### config.mk
export PLATFORM = sky130hd
export DESIGN_NAME = mm2s_packet_router
export DESIGN_NICKNAME = d
export VERILOG_FILES = /design/src/rtl/mm2s_packet_router.sv
export SDC_FILE = /design/constraint.sdc
export NUM_CORES = 1
export LEC_CHECK = 0
export CORE_MARGIN = 2
export CORE_UTILIZATION = 40
export CTS_BUF_LIST = sky130_fd_sc_hd__clkbuf_4
export CTS_CLUSTER_SIZE = 20
export DETAILED_ROUTE_END_ITERATION = 10
export PLACE_DENSITY = 0.83
export SETUP_SLACK_MARGIN = 0.15
export SKIP_LAST_GASP = 1
export SYNTH_ARGS = -nofsm -noshare
export SYNTH_HDL_FRONTEND = slang
export SYNTH_SLANG_ARGS = --single-unit
### constraint.sdc
create_clock -name clk -period 3.2 [get_ports clk]
set_input_delay 0.96 -clock clk [delete_from_list [all_inputs] [get_ports clk]]
set_output_delay 0.96 -clock clk [all_outputs]
set_load 0.03 [all_outputs]
### src/rtl/mm2s_packet_router.sv
// mm2s_packet_router
// Registered, packet-aware router between the MCDMA mm2s AXI-Stream master
// and the per-accelerator input FIFOs. tdest is captured on the first beat
// of each packet and every beat up to tlast goes to that channel. Packets
// with an out-of-range tdest are either drained and counted, or stalled.

module mm2s_packet_router #(
    parameter int AXIS_DATA_WIDTH = 32,
    parameter int FIFO_DATA_WIDTH = 32,
    parameter int AXIS_DEST_WIDTH = 4,
    parameter int NUM_FIFOS       = 4,
    parameter bit DROP_INVALID    = 1'b1,
    parameter int CNT_WIDTH       = 16
) (
    input  logic                                 clk,
    input  logic                                 rst,
    input  logic [AXIS_DATA_WIDTH-1:0]           SRC_AXIS_tdata,
    input  logic [AXIS_DEST_WIDTH-1:0]           SRC_AXIS_tdest,
    input  logic                                 SRC_AXIS_tlast,
    input  logic                                 SRC_AXIS_tvalid,
    output logic                                 SRC_AXIS_tready,
    output logic [NUM_FIFOS-1:0]                 fifo_wren,
    input  logic [NUM_FIFOS-1:0]                 fifo_full,
    output logic [NUM_FIFOS*FIFO_DATA_WIDTH-1:0] fifo_data,
    output logic [NUM_FIFOS-1:0]                 pkt_done,
    output logic [CNT_WIDTH-1:0]                 drop_count,
    output logic                                 routing_error
);

    typedef enum logic [1:0] {
        S_IDLE,
        S_ROUTE,
        S_DROP
    } state_t;

    state_t                     state;
    logic [AXIS_DEST_WIDTH-1:0] route_ch;

    // Single-entry holding register between the stream and the sinks.
    logic                       hold_valid;
    logic                       hold_last;
    logic [AXIS_DEST_WIDTH-1:0] hold_ch;
    logic [FIFO_DATA_WIDTH-1:0] hold_data;

    logic dest_invalid;
    logic stall_invalid;
    logic hold_write;
    logic accept;

    // A tdest at or beyond NUM_FIFOS has no sink behind it.
    assign dest_invalid = 32'(SRC_AXIS_tdest) >= NUM_FIFOS;

    // In stall mode an invalid packet start is refused rather than drained.
    assign stall_invalid = !DROP_INVALID && (state == S_IDLE)
                           && SRC_AXIS_tvalid && dest_invalid;

    // Per-channel write strobe straight from the full flags, so a full flag
    // that clears is acted on in the same cycle.
    always_comb begin
        for (int i = 0; i < NUM_FIFOS; i++) begin
            fifo_wren[i] = hold_valid && (hold_ch == AXIS_DEST_WIDTH'(i))
                           && !fifo_full[i];
        end
    end

    assign hold_write = |fifo_wren;

    // NOTE: tready is gated by rst directly so it drops the instant reset
    // asserts, not one edge later.
    assign SRC_AXIS_tready = !rst && !stall_invalid
                             && ((state == S_DROP) || !hold_valid || hold_write);

    assign accept = SRC_AXIS_tvalid && SRC_AXIS_tready;

    // Every sink sees the holding register; only the wren bit selects.
    always_comb begin
        for (int i = 0; i < NUM_FIFOS; i++) begin
            fifo_data[i*FIFO_DATA_WIDTH +: FIFO_DATA_WIDTH] = hold_data;
        end
    end

    // Packet FSM, holding register, completion pulses and drop bookkeeping.
    // NOTE: all state here uses non-blocking assignments; a later assignment
    // in the same cycle (load after drain) deliberately overrides an earlier one.
    always_ff @(posedge clk or posedge rst) begin
        if (rst) begin
            state         <= S_IDLE;
            route_ch      <= '0;
            hold_valid    <= 1'b0;
            hold_last     <= 1'b0;
            hold_ch       <= '0;
            hold_data     <= '0;
            pkt_done      <= '0;
            drop_count    <= '0;
            routing_error <= 1'b0;
        end else begin
            pkt_done <= (hold_write && hold_last) ? fifo_wren : '0;

            if (hold_write) begin
                hold_valid <= 1'b0;
            end

            if ((state == S_IDLE) && SRC_AXIS_tvalid && dest_invalid) begin
                routing_error <= 1'b1;
            end

            case (state)
                S_IDLE: begin
                    if (accept) begin
                        if (!dest_invalid) begin
                            route_ch   <= SRC_AXIS_tdest;
                            hold_valid <= 1'b1;
                            hold_ch    <= SRC_AXIS_tdest;
                            hold_data  <= SRC_AXIS_tdata[FIFO_DATA_WIDTH-1:0];
                            hold_last  <= SRC_AXIS_tlast;
                            if (!SRC_AXIS_tlast) begin
                                state <= S_ROUTE;
                            end
                        end else if (SRC_AXIS_tlast) begin
                            if (drop_count != '1) begin
                                drop_count <= drop_count + 1'b1;
                            end
                        end else begin
                            state <= S_DROP;
                        end
                    end
                end

                S_ROUTE: begin
                    if (accept) begin
                        hold_valid <= 1'b1;
                        hold_ch    <= route_ch;
                        hold_data  <= SRC_AXIS_tdata[FIFO_DATA_WIDTH-1:0];
                        hold_last  <= SRC_AXIS_tlast;
                        if (SRC_AXIS_tlast) begin
                            state <= S_IDLE;
                        end
                    end
                end

                S_DROP: begin
                    if (accept && SRC_AXIS_tlast) begin
                        if (drop_count != '1) begin
                            drop_count <= drop_count + 1'b1;
                        end
                        state <= S_IDLE;
                    end
                end

                default: state <= S_IDLE;
            endcase
        end
    end

endmodule

==> results of run 1 <==
==> state kept, by name, summed over array words and instances, names as in the netlist, 2 cells and up <==
name and flops:
hold_data 32, drop_count 16, hold_ch 4, pkt_done 4
route_ch 4, state 2
==> cells in the mapped netlist, drive strengths merged, types with 6 or more instances <==
| cell type | n |
|---|---|
| nor3 | 17 |
| o21ai | 7 |
| nand2 | 13 |
| mux2 | 37 |
| nor4 | 7 |
| nor2 | 10 |
| buf | 102 |
| inv | 7 |
| xor2 | 13 |
| nor2b | 6 |
| dfrtp | 65 |
==> layout by cell type (no fill, tap or decap), types with 2 or more instances in the layout <==
master / n
nand4_1: 4
nand3_1: 4
clkbuf_4: 10
nand2b_1: 3
nor2_1: 10
nor3_1: 17
nor2b_1: 5
buf_4: 11
nor4_1: 5
inv_1: 6
mux2i_1: 4
or2_2: 2
clkinv_1: 2
xor2_1: 13
mux2_2: 35
nor4_4: 2
dlygate4sd2_1: 4
clkinv_2: 2
o21ai_0: 6
clkdlybuf4s50_1: 188
dfrtp_1: 65
nand2_1: 13
and2_1: 2
==> stage by stage <==
stage,instance area [sq um],hold WS [ns],std cells,utilization [%],setup slack (ns)
finish,5090,0.495,543,58.7,0.243
global route,5090,0.523,543,58.7,0.162
CTS,5090,0.497,543,58.7,0.214
detailed placement,4960,0.465,527,57.2,0.0326
global placement,4960,0.462,527,57.2,0.0151
floorplan,3570,0.464,320,-,0.331
==> cells by family (layout without fill, tap and decap cells) <==
group,count (synthesis),after routing,share of synthesized area (%)
fa+ha+maj,1,1,0.351
compound gates,16,16,4.07
buf+inv,111,226,22.1
mux,41,41,12.8
flops,65,65,45.6
simple gates,72,72,11.6
xor+xnor,14,14,3.44
==> metal layers <==
metal / global-route usage [%] / vias to the layer above
met5: 0 / -
met4: 5.90 / 0
met3: 3.76 / 12
met2: 31.6 / 115
met1: 19.3 / 1282
li1: - / 1204
==> timing repair <==
| action | CTS | global route |
|---|---|---|
| endpoints found under the hold margin | 0 | 0 |
| setup buffers | 1 | 0 |
| setup endpoints to repair | 1 | 1 |
| resized for setup | 6 | 0 |
| pin swaps | 4 | 1 |
| gates cloned | 0 | 0 |
==> report_power, final <==
part	switching [mW]	internal (mW)	total (mW)
Clock	0.275	0.236	0.511
Sequential	0.385	1.10	1.49
Combinational	2.28	1.70	3.97
==> how the worst max path moves through the flow <==
stage | slack, ns | endpoint
floorplan | 0.33 | SRC_AXIS_tready
global placement | 0.02 | SRC_AXIS_tready
detailed placement | 0.03 | SRC_AXIS_tready
CTS | 0.21 | SRC_AXIS_tready
global route | 0.16 | SRC_AXIS_tready
finish | 0.24 | SRC_AXIS_tready
==> final cells by class <==
class	instances	area (sq um)	share of cell area [%]
flip-flops and latches	65	1630	31.9
clock buffers	10	75.1	1.47
multi-input cells	144	1160	22.8
clock inverters	5	47.5	0.933
repair buffers	204	2020	39.6
inverters	7	26.3	0.516
well taps	108	135	2.65
==> results.md, run 1 <==
* Layout area overhead at 42.8%
* Post-Route WL at 8380 microns
* Total grt overflow at 0
* Die outline width at 98.4 microns
* Tightest Pin Transition at 0.569 ns
* Most common cell on crit path: nor2_1
* Prevailing post-synth register cell: dfrtp_1
* Vias in the first global route at 2575
* CP startpoint: fifo_full[0]
* Synth cell types at 39
* R2R Setup Slk at 0.70 ns
* HP Class: flop to flop
* Crit path largest cell delay at 0.28 ns
* Crit Path Max Fanout at 3
* Via/cell ratio at 4.81
* First-pass GRT wire length at 13200 microns
* Element type at the critical path start: input pin
* Final RePlAce weighted congestion at 0.791
* Critical path type: input pin to output port
* Largest net degree at the start of global routing at 43
* Fraction of registers with async set/reset at 100%
* Met3 wire length at 521 microns
* # diodes at 0
* Post-Synthesis Cells at 320
* Max-Cap Viols at 0
* RSZ-0062 raised after global routing: false
* Area contributors post-synth: dfrtp_1 (46%), buf_4 (20%), mux2_2 (11%), xor2_1 (3.2%), nor3_1 (2.4%)
* Core area at 8680 sq um
* Cts hold-fix bufs at 0
* Met2 wirelength from detailed routing at 4570 microns
* Total power at 5.98 mW
* DR DRC count at 0
* Power Dens Cells at 1170 nW/um^2
* Period utilization at 92.4%
* Wire length on met1 at 3170 microns
* DRT iter0 DRCs at 42
* Top sig layer: met4
* Worst path depth at 6
* Worst-Skew Late Latency at 0.39 ns
* Row cnt at 34
* Reg-to-reg startpoint: drop_count[0]
* CTS tree: done
* Worst Hold Depth at 1
* CTS Buf Count at 9
* CP endpoint kind: output port
* CTS Buffer Depth at 2
* Largest area contributor in the netlist: dfrtp_1
* Die Ht at 98.4 microns
* VDD IR max at 0.000516 V
* Hpwl dp at 6460 microns
* Setup tns final at 0 ns
* Reg2reg path depth at 7
* Register bit total from synthesis at 65
* Top-area cell type share of the netlist area at 45.6%
* Critical path buffer and inverter count at 2
* Worst Path Arrival at 2.00 ns
* # IOs at 198
* Port Buf Inserts at 197
* Initial Util at 41.1%
* Die area at 9690 sq um
* Synth Net Count at 365
* Worst Min Path Start: routing_error
* Hold worst-path end: routing_error
* Crit path time final at 2.96 ns
* Post-synthesis sequential area ratio at 45.6%
* Synthesized area at 3570 sq um
* Max H-tree Level at 3
* Clock transition at the registers of the reported paths at 0.11 ns
* DR pass1 iterations at 4
* Fmax at 338 MHz
* Count of pins over their slew limit at 0
* Gr usage total at 17.0%
* Worst reg2reg path endpoint: drop_count[8]
* Setup Skew at 0.0182 ns
* Slew headroom at 61.6%
* Status: finished clean
* Fill count at 727
* Mean Syn Cell Area at 11.1 sq um
* Initial antenna violation count at 0
* Synth warn at 0
* Wire length per cell at 15.4 microns
* Worst path required time at 2.24 ns
* CP max-delay cell: mux2_4
* Post-synth EDFFs at 0
* Clk root buf: clkbuf_4
* Crit-path cells: dlygate4sd2_1 > mux2_4 > o32ai_4 > nor2_1 > nor2_1 > buf_4
* Setup Viol. Count Final at 0
* Via count at 2613
* Antenna Nets Post-Route at 0
* # nets final at 476
* Leakage at 2.18 nW
* CTS sink cnt at 65
* Delay-heaviest family, CP: buffers and inverters
* Share of layout cells above drive strength 1 at 16.8%
* Final hold violation count at 0
(Power assumes the default switching activity.)
==> inputs of run 2 (changes only) <==
Settings changed: ABC_CLOCK_PERIOD_IN_PS from default to 3300, CORE_UTILIZATION 40 to 30, PLACE_DENSITY 0.83 to default.
Clock period 3.2 ns to 3.3 ns, I/O delays scaled along.
==> run 2 against run 1 <==
The run now ends with DRC left. Clock power rose by 35%. Cell count rose by 7.0%. Setup slack better by 0.0068 ns. Critical path depth fell by 1. Global-route usage shrank 3.8 points. Critical endpoint unchanged.
==> results.md, run 2 (synthesis gave the netlist of run 1 again) <==
* Clock transition at the registers of the reported paths at 0.11 ns (about the same)
* Hpwl dp at 6660 microns (+3.2%)
* Cts hold-fix bufs at 0 (unchanged)
* Slew headroom at 67.7% (+6.0 points)
* Worst path required time at 2.31 ns (+0.07 ns)
* Setup Skew at 0.0148 ns (-0.00337 ns)
* Setup tns final at 0 ns (unchanged)
* CTS Buffer Depth at 2 (unchanged)
* DR pass1 iterations at 10 (+6)
* DR DRC count at 18 (+18)
* Finished Layout Cells at 581 (+7.0%)
* Max reg flops at 32 (unchanged)
* Max H-tree Level at 3 (unchanged)
* Port Buf Inserts at 197 (unchanged)
* # nets final at 478 (+0.42%)
* CTS sink cnt at 65 (unchanged)
* Largest net degree at the start of global routing at 36 (-16%)
* Element type at the critical path start: input pin
* Setup Viol. Count Final at 0 (unchanged)
* Die outline width at 113 microns (+15%)
* Initial antenna violation count at 0 (unchanged)
* HP Class: flop to flop
* Violated checks: DRC
* Tightest Pin Transition at 0.484 ns (-0.0856 ns)
* VDD IR max at 0.000451 V (-13%)
* Post-Route WL at 8560 microns (+2.1%)
* Core area at 11500 sq um (+33%)
* Wire length per cell at 14.7 microns (-4.6%)
* Clk root buf: clkbuf_4
* Period utilization at 92.4%
* RSZ-0062 raised after global routing: false
* Via/cell ratio at 4.45 (-7.5%)
* Gr usage total at 13.2% (-3.8 points)
* CTS Buf Count at 9 (unchanged)
* Max-Cap Viols at 0 (unchanged)
* Critical path type: input pin to output port
* Pre-CTS setup slack at 0.0583 ns (+0.0258 ns)
* Layout area overhead at 46.6%
* Via count at 2585 (-1.1%)
* Leakage at 2.21 nW (+1.6%)
* Final hold violation count at 0 (unchanged)
* Global routing met1 resource utilization at 15.7% (-3.6 points)
* Crit path time final at 3.05 ns
* Final core occ at 45.4% (-13 points)
* Crit Path Max Fanout at 2 (-1)
* Final RePlAce weighted congestion at 0.766 (-3.2%)
* Share of layout cells above drive strength 1 at 17.8% (+1.0 points)
* Top flop regs: hold_data x32, drop_count x16
* Register with the most flip-flops: hold_data
* Power Dens Cells at 1140 nW/um^2 (-2.5%)
* Initial Util at 31.0% (-10 points)
* Row cnt at 39 (+15%)
* Status: finished, violations left
* Most used routing layer: met2
* DRT iter0 DRCs at 82 (+95%)
* Met2 usage at 23.2% (-8.3 points)
* CTS tree: done
* Most common cell after layout, fill and taps aside: clkdlybuf4s50_1
* Total placed cells including tap cells at 565 (+7.2%)
* Final setup margin at 0.250 ns (+0.00677 ns)
* Die area at 12800 sq um (+32%)
* Worst Path Arrival at 2.06 ns (+0.06 ns)
* Worst-Skew Late Latency at 0.41 ns (+0.02 ns)
* Vias in the first global route at 2493 (-3.2%)
* # diodes at 0 (unchanged)
* Post-CTS Setup Inserts at 0 (-1)
* Worst hold slack at 0.494 ns (-0.000768 ns)
* Total grt overflow at 0 (unchanged)
* First-pass GRT wire length at 13300 microns (+0.89%)
* GRT met3 Usage at 3.86% (+0.098 points)
* Fmax at 328 MHz
* Count of pins over their slew limit at 0 (unchanged)
* Die Ht at 113 microns (+15%)
* Antenna Nets Post-Route at 0 (unchanged)
* # IOs at 198 (unchanged)
* CP endpoint kind: output port
* Most frequent cells in the layout: clkdlybuf4s50_1 (189), dfrtp_1 (65), mux2_2 (35), nor3_1 (17)
==> run 2: critical path: stages <==
cell	delay [ns]
clkdlybuf4s50_1	0.47
o32ai_4	0.25
nor2_2	0.06
nor2_1	0.11
buf_4	0.17
==> run 2: final cells by class <==
type / instances / area [sq um]
clock buffer: 10 / 75.1
timing repair buffer: 206 / 2050
sequential: 65 / 1630
tap: 143 / 179
multi-input combinational: 144 / 1170
fill: 1095 / 6290
inverter: 7 / 26.3
clock inverter: 6 / 106
==> run 2: timing repair <==
action / CTS / global route
setup endpoints to repair: 1 / 1
gates resized for setup: 6 / 0
pin swaps: 4 / 1
==> run 2: per-stage QoR <==
step	power (mW)	instance area, sq um
final	5.98	5230
after global routing	6.24	5230
after CTS	6.05	5230
after detailed placement	5.34	5040
after global placement	5.30	5040
after floorplan	4.32	3570
==> run 2: final timing paths <==
check,start,end,slack [ns],cells after the start
worst min-delay path,routing_error,routing_error,0.49,1
min in group asynchronous,rst,route_ch[2],0.96,3
max in group asynchronous,rst,hold_data[0],1.95,3
worst max register to register,hold_ch[0],route_ch[0],1.01,6
worst max-delay path,fifo_full[1],SRC_AXIS_tready,0.25,5
worst min register to register,routing_error,routing_error,0.49,1
==> run 2: report_power, final <==
| part | total (mW) | internal, mW | leakage (nW) | switching (mW) |
|---|---|---|---|---|
| registers | 1.43 | 1.07 | 0.817 | 0.362 |
| clock network | 0.691 | 0.389 | 0.0940 | 0.303 |
| logic | 3.85 | 1.65 | 1.30 | 2.20 |
| total | 5.98 | 3.11 | 2.21 | 2.87 |
==> run 2: routing by layer <==
| layer | part of all wire (%) | up-vias |
|---|---|---|
| met5 | 0 | - |
| met4 | 1.1 | 0 |
| met3 | 7.9 | 9 |
| met2 | 52 | 106 |
| met1 | 39 | 1254 |
| li1 | - | 1216 |
==> inputs of run 3 (changes only) <==
Settings changed: PLACE_DENSITY from default to 0.72.
==> run 3 against run 2 <==
Maximum frequency fell by 1.1%. Register-to-register slack got worse by 0.38 ns. Design area decreased by 0.91%. Clock power is 16% lower. Critical endpoint unchanged. Die area did not move. Critical path type unchanged. Sequential power about the same. Wire length up 1.6%. The flow still finishes with violations (DRC). Clock-buffer cell count unchanged. Hold slack improved by 0.0020 ns.
==> results.md, run 3 (synthesis gave the netlist of run 1 again) <==
* Most common cell after layout, fill and taps aside: clkdlybuf4s50_1
* CTS sink cnt at 65 (unchanged)
* CTS tree: done
* Reg-to-reg startpoint: drop_count[0]
* Worst Min Path Start: drop_count[8]
* # IOs at 198 (unchanged)
* Die outline width at 113 microns (unchanged)
* Pre-CTS setup slack at 0.0116 ns (-0.0468 ns)
* # nets final at 478 (unchanged)
* Crit path time final at 3.08 ns (+0.0328 ns)
* Max H-tree Level at 3 (unchanged)
* Final hold violation count at 0 (unchanged)
* VDD IR max at 0.000466 V (+3.3%)
* Max-Cap Viols at 0 (unchanged)
* Total grt overflow at 0 (unchanged)
* Element type at the critical path start: input pin
* Count of pins over their slew limit at 0 (unchanged)
* Most frequent cells in the layout: clkdlybuf4s50_1 (189), dfrtp_1 (65), mux2_2 (35), nor3_1 (17)
* Via/cell ratio at 4.46 (+0.33%)
* Final setup margin at 0.217 ns (-0.0328 ns)
* CTS Buffer Depth at 2 (unchanged)
* Total power at 5.91 mW (-1.1%)
* Initial antenna violation count at 0 (unchanged)
* Share of layout cells above drive strength 1 at 17.2% (-0.65 points)
* Setup Skew at 0.0196 ns (+0.00486 ns)
* Slew headroom at 48.2% (-19 points)
* Core area at 11500 sq um (unchanged)
* Placed cell areas at 5010 sq um (-0.55%)
* Layout area overhead at 45.3%
* Setup Viol. Count Final at 0 (unchanged)
* Critical path type: input pin to output port
* Gr usage total at 13.6% (+0.41 points)
* Antenna Nets Post-Route at 0 (unchanged)
* Clock transition at the registers of the reported paths at 0.10 ns (about the same)
* DR pass1 iterations at 7 (-3)
* Tightest Pin Transition at 0.768 ns (+0.284 ns)
* Cts hold-fix bufs at 0 (unchanged)
* HP Class: flop to flop
* Post-Route WL at 8690 microns (+1.6%)
* RSZ-0062 raised after global routing: false
* CP endpoint kind: output port
* Clk root buf: clkbuf_4
* Largest net degree at the start of global routing at 34 (-5.6%)
* Violated checks: DRC
* Row cnt at 39 (unchanged)
* Power Dens Cells at 1140 nW/um^2 (-0.23%)
* Worst path required time at 2.31 ns (about the same)
* CTS Buf Count at 9 (unchanged)
* Cell area after layout at 5180 sq um (-0.91%)
* # diodes at 0 (unchanged)
* Crit Path Max Fanout at 2 (unchanged)
* Status: finished, violations left
* Die area at 12800 sq um (unchanged)
* Die Ht at 113 microns (unchanged)
* Top flop regs: hold_data x32, drop_count x16
* Via count at 2589 (+0.15%)
* First-pass GRT wire length at 13600 microns (+2.6%)
* Vias in the first global route at 2528 (+1.4%)
* Fmax at 324 MHz (-1.1%)
* Hpwl dp at 6670 microns (about the same)
* Period utilization at 93.4% (+0.99 points)
* Worst hold slack at 0.496 ns (+0.00199 ns)
* Wire length per cell at 15.0 microns (+1.8%)
* DRT iter0 DRCs at 117 (+43%)
* Port Buf Inserts at 197 (unchanged)
* DR DRC count at 20 (+2)
* CP startpoint: fifo_full[1]
* Worst Path Arrival at 2.09 ns (+0.03 ns)
* Leakage at 2.19 nW (-0.88%)
* Initial Util at 31.0% (unchanged)
* Final RePlAce weighted congestion at 0.777 (+1.4%)
* Worst-Skew Late Latency at 0.41 ns (about the same)
* Max reg flops at 32 (unchanged)
* Setup tns final at 0 ns (unchanged)
* Fill count at 1076 (-1.7%)
* Register with the most flip-flops: hold_data
==> run 3: timing repair <==
item,CTS,global route
buffers inserted,2,0
pin swaps,4,1
gates resized for setup,6,0
endpoints found under the setup margin,1,1
==> run 3: per-layer routing <==
metal  part of all wire [%]  GRT usage (%)  vias up
li1                       -              -     1215
met1                     40           16.2     1246
met2                     51           23.3      116
met3                    8.0           3.96       12
met4                    1.7           5.20        0
met5                      0              0        -
==> run 3: area by class of cell <==
type	instances	area [sq um]	area share (%)
Clock buffer	10	75.1	1.45
Clock inverter	5	71.3	1.38
Tap cell	143	179	3.45
Sequential cell	65	1630	31.4
Multi-Input combinational cell	144	1170	22.5
Timing Repair Buffer	206	2040	39.3
Inverter	7	26.3	0.507
==> run 3: where the power goes <==
part           switching, mW  leakage (nW)  internal, mW
clock network          0.277        0.0790         0.305
registers              0.379         0.817          1.07
logic                   2.22          1.29          1.65
total                   2.88          2.19          3.03
==> run 3: stage by stage <==
stage	instances	utilization [%]
after floorplan	320	-
after global placement	563	43.5
after detailed placement	563	43.5
after CTS	580	45.0
after global routing	580	45.0
final	580	45.0
==> run 3: worst paths after layout <==
check,to,slack (ns),cells past startpoint
max in group asynchronous,hold_data[5],1.94,3
min,drop_count[8],0.50,1
min in group asynchronous,drop_count[0],1.02,3
max reg2reg,drop_count[7],0.63,7
max,SRC_AXIS_tready,0.22,5
min reg2reg,drop_count[8],0.50,1
==> run 3: worst max-delay path, stage by stage <==
cell and delay (ns):
clkdlybuf4s50_1 0.48, o32ai_4 0.25, nor2_2 0.08, nor2_1 0.12, buf_4 0.17
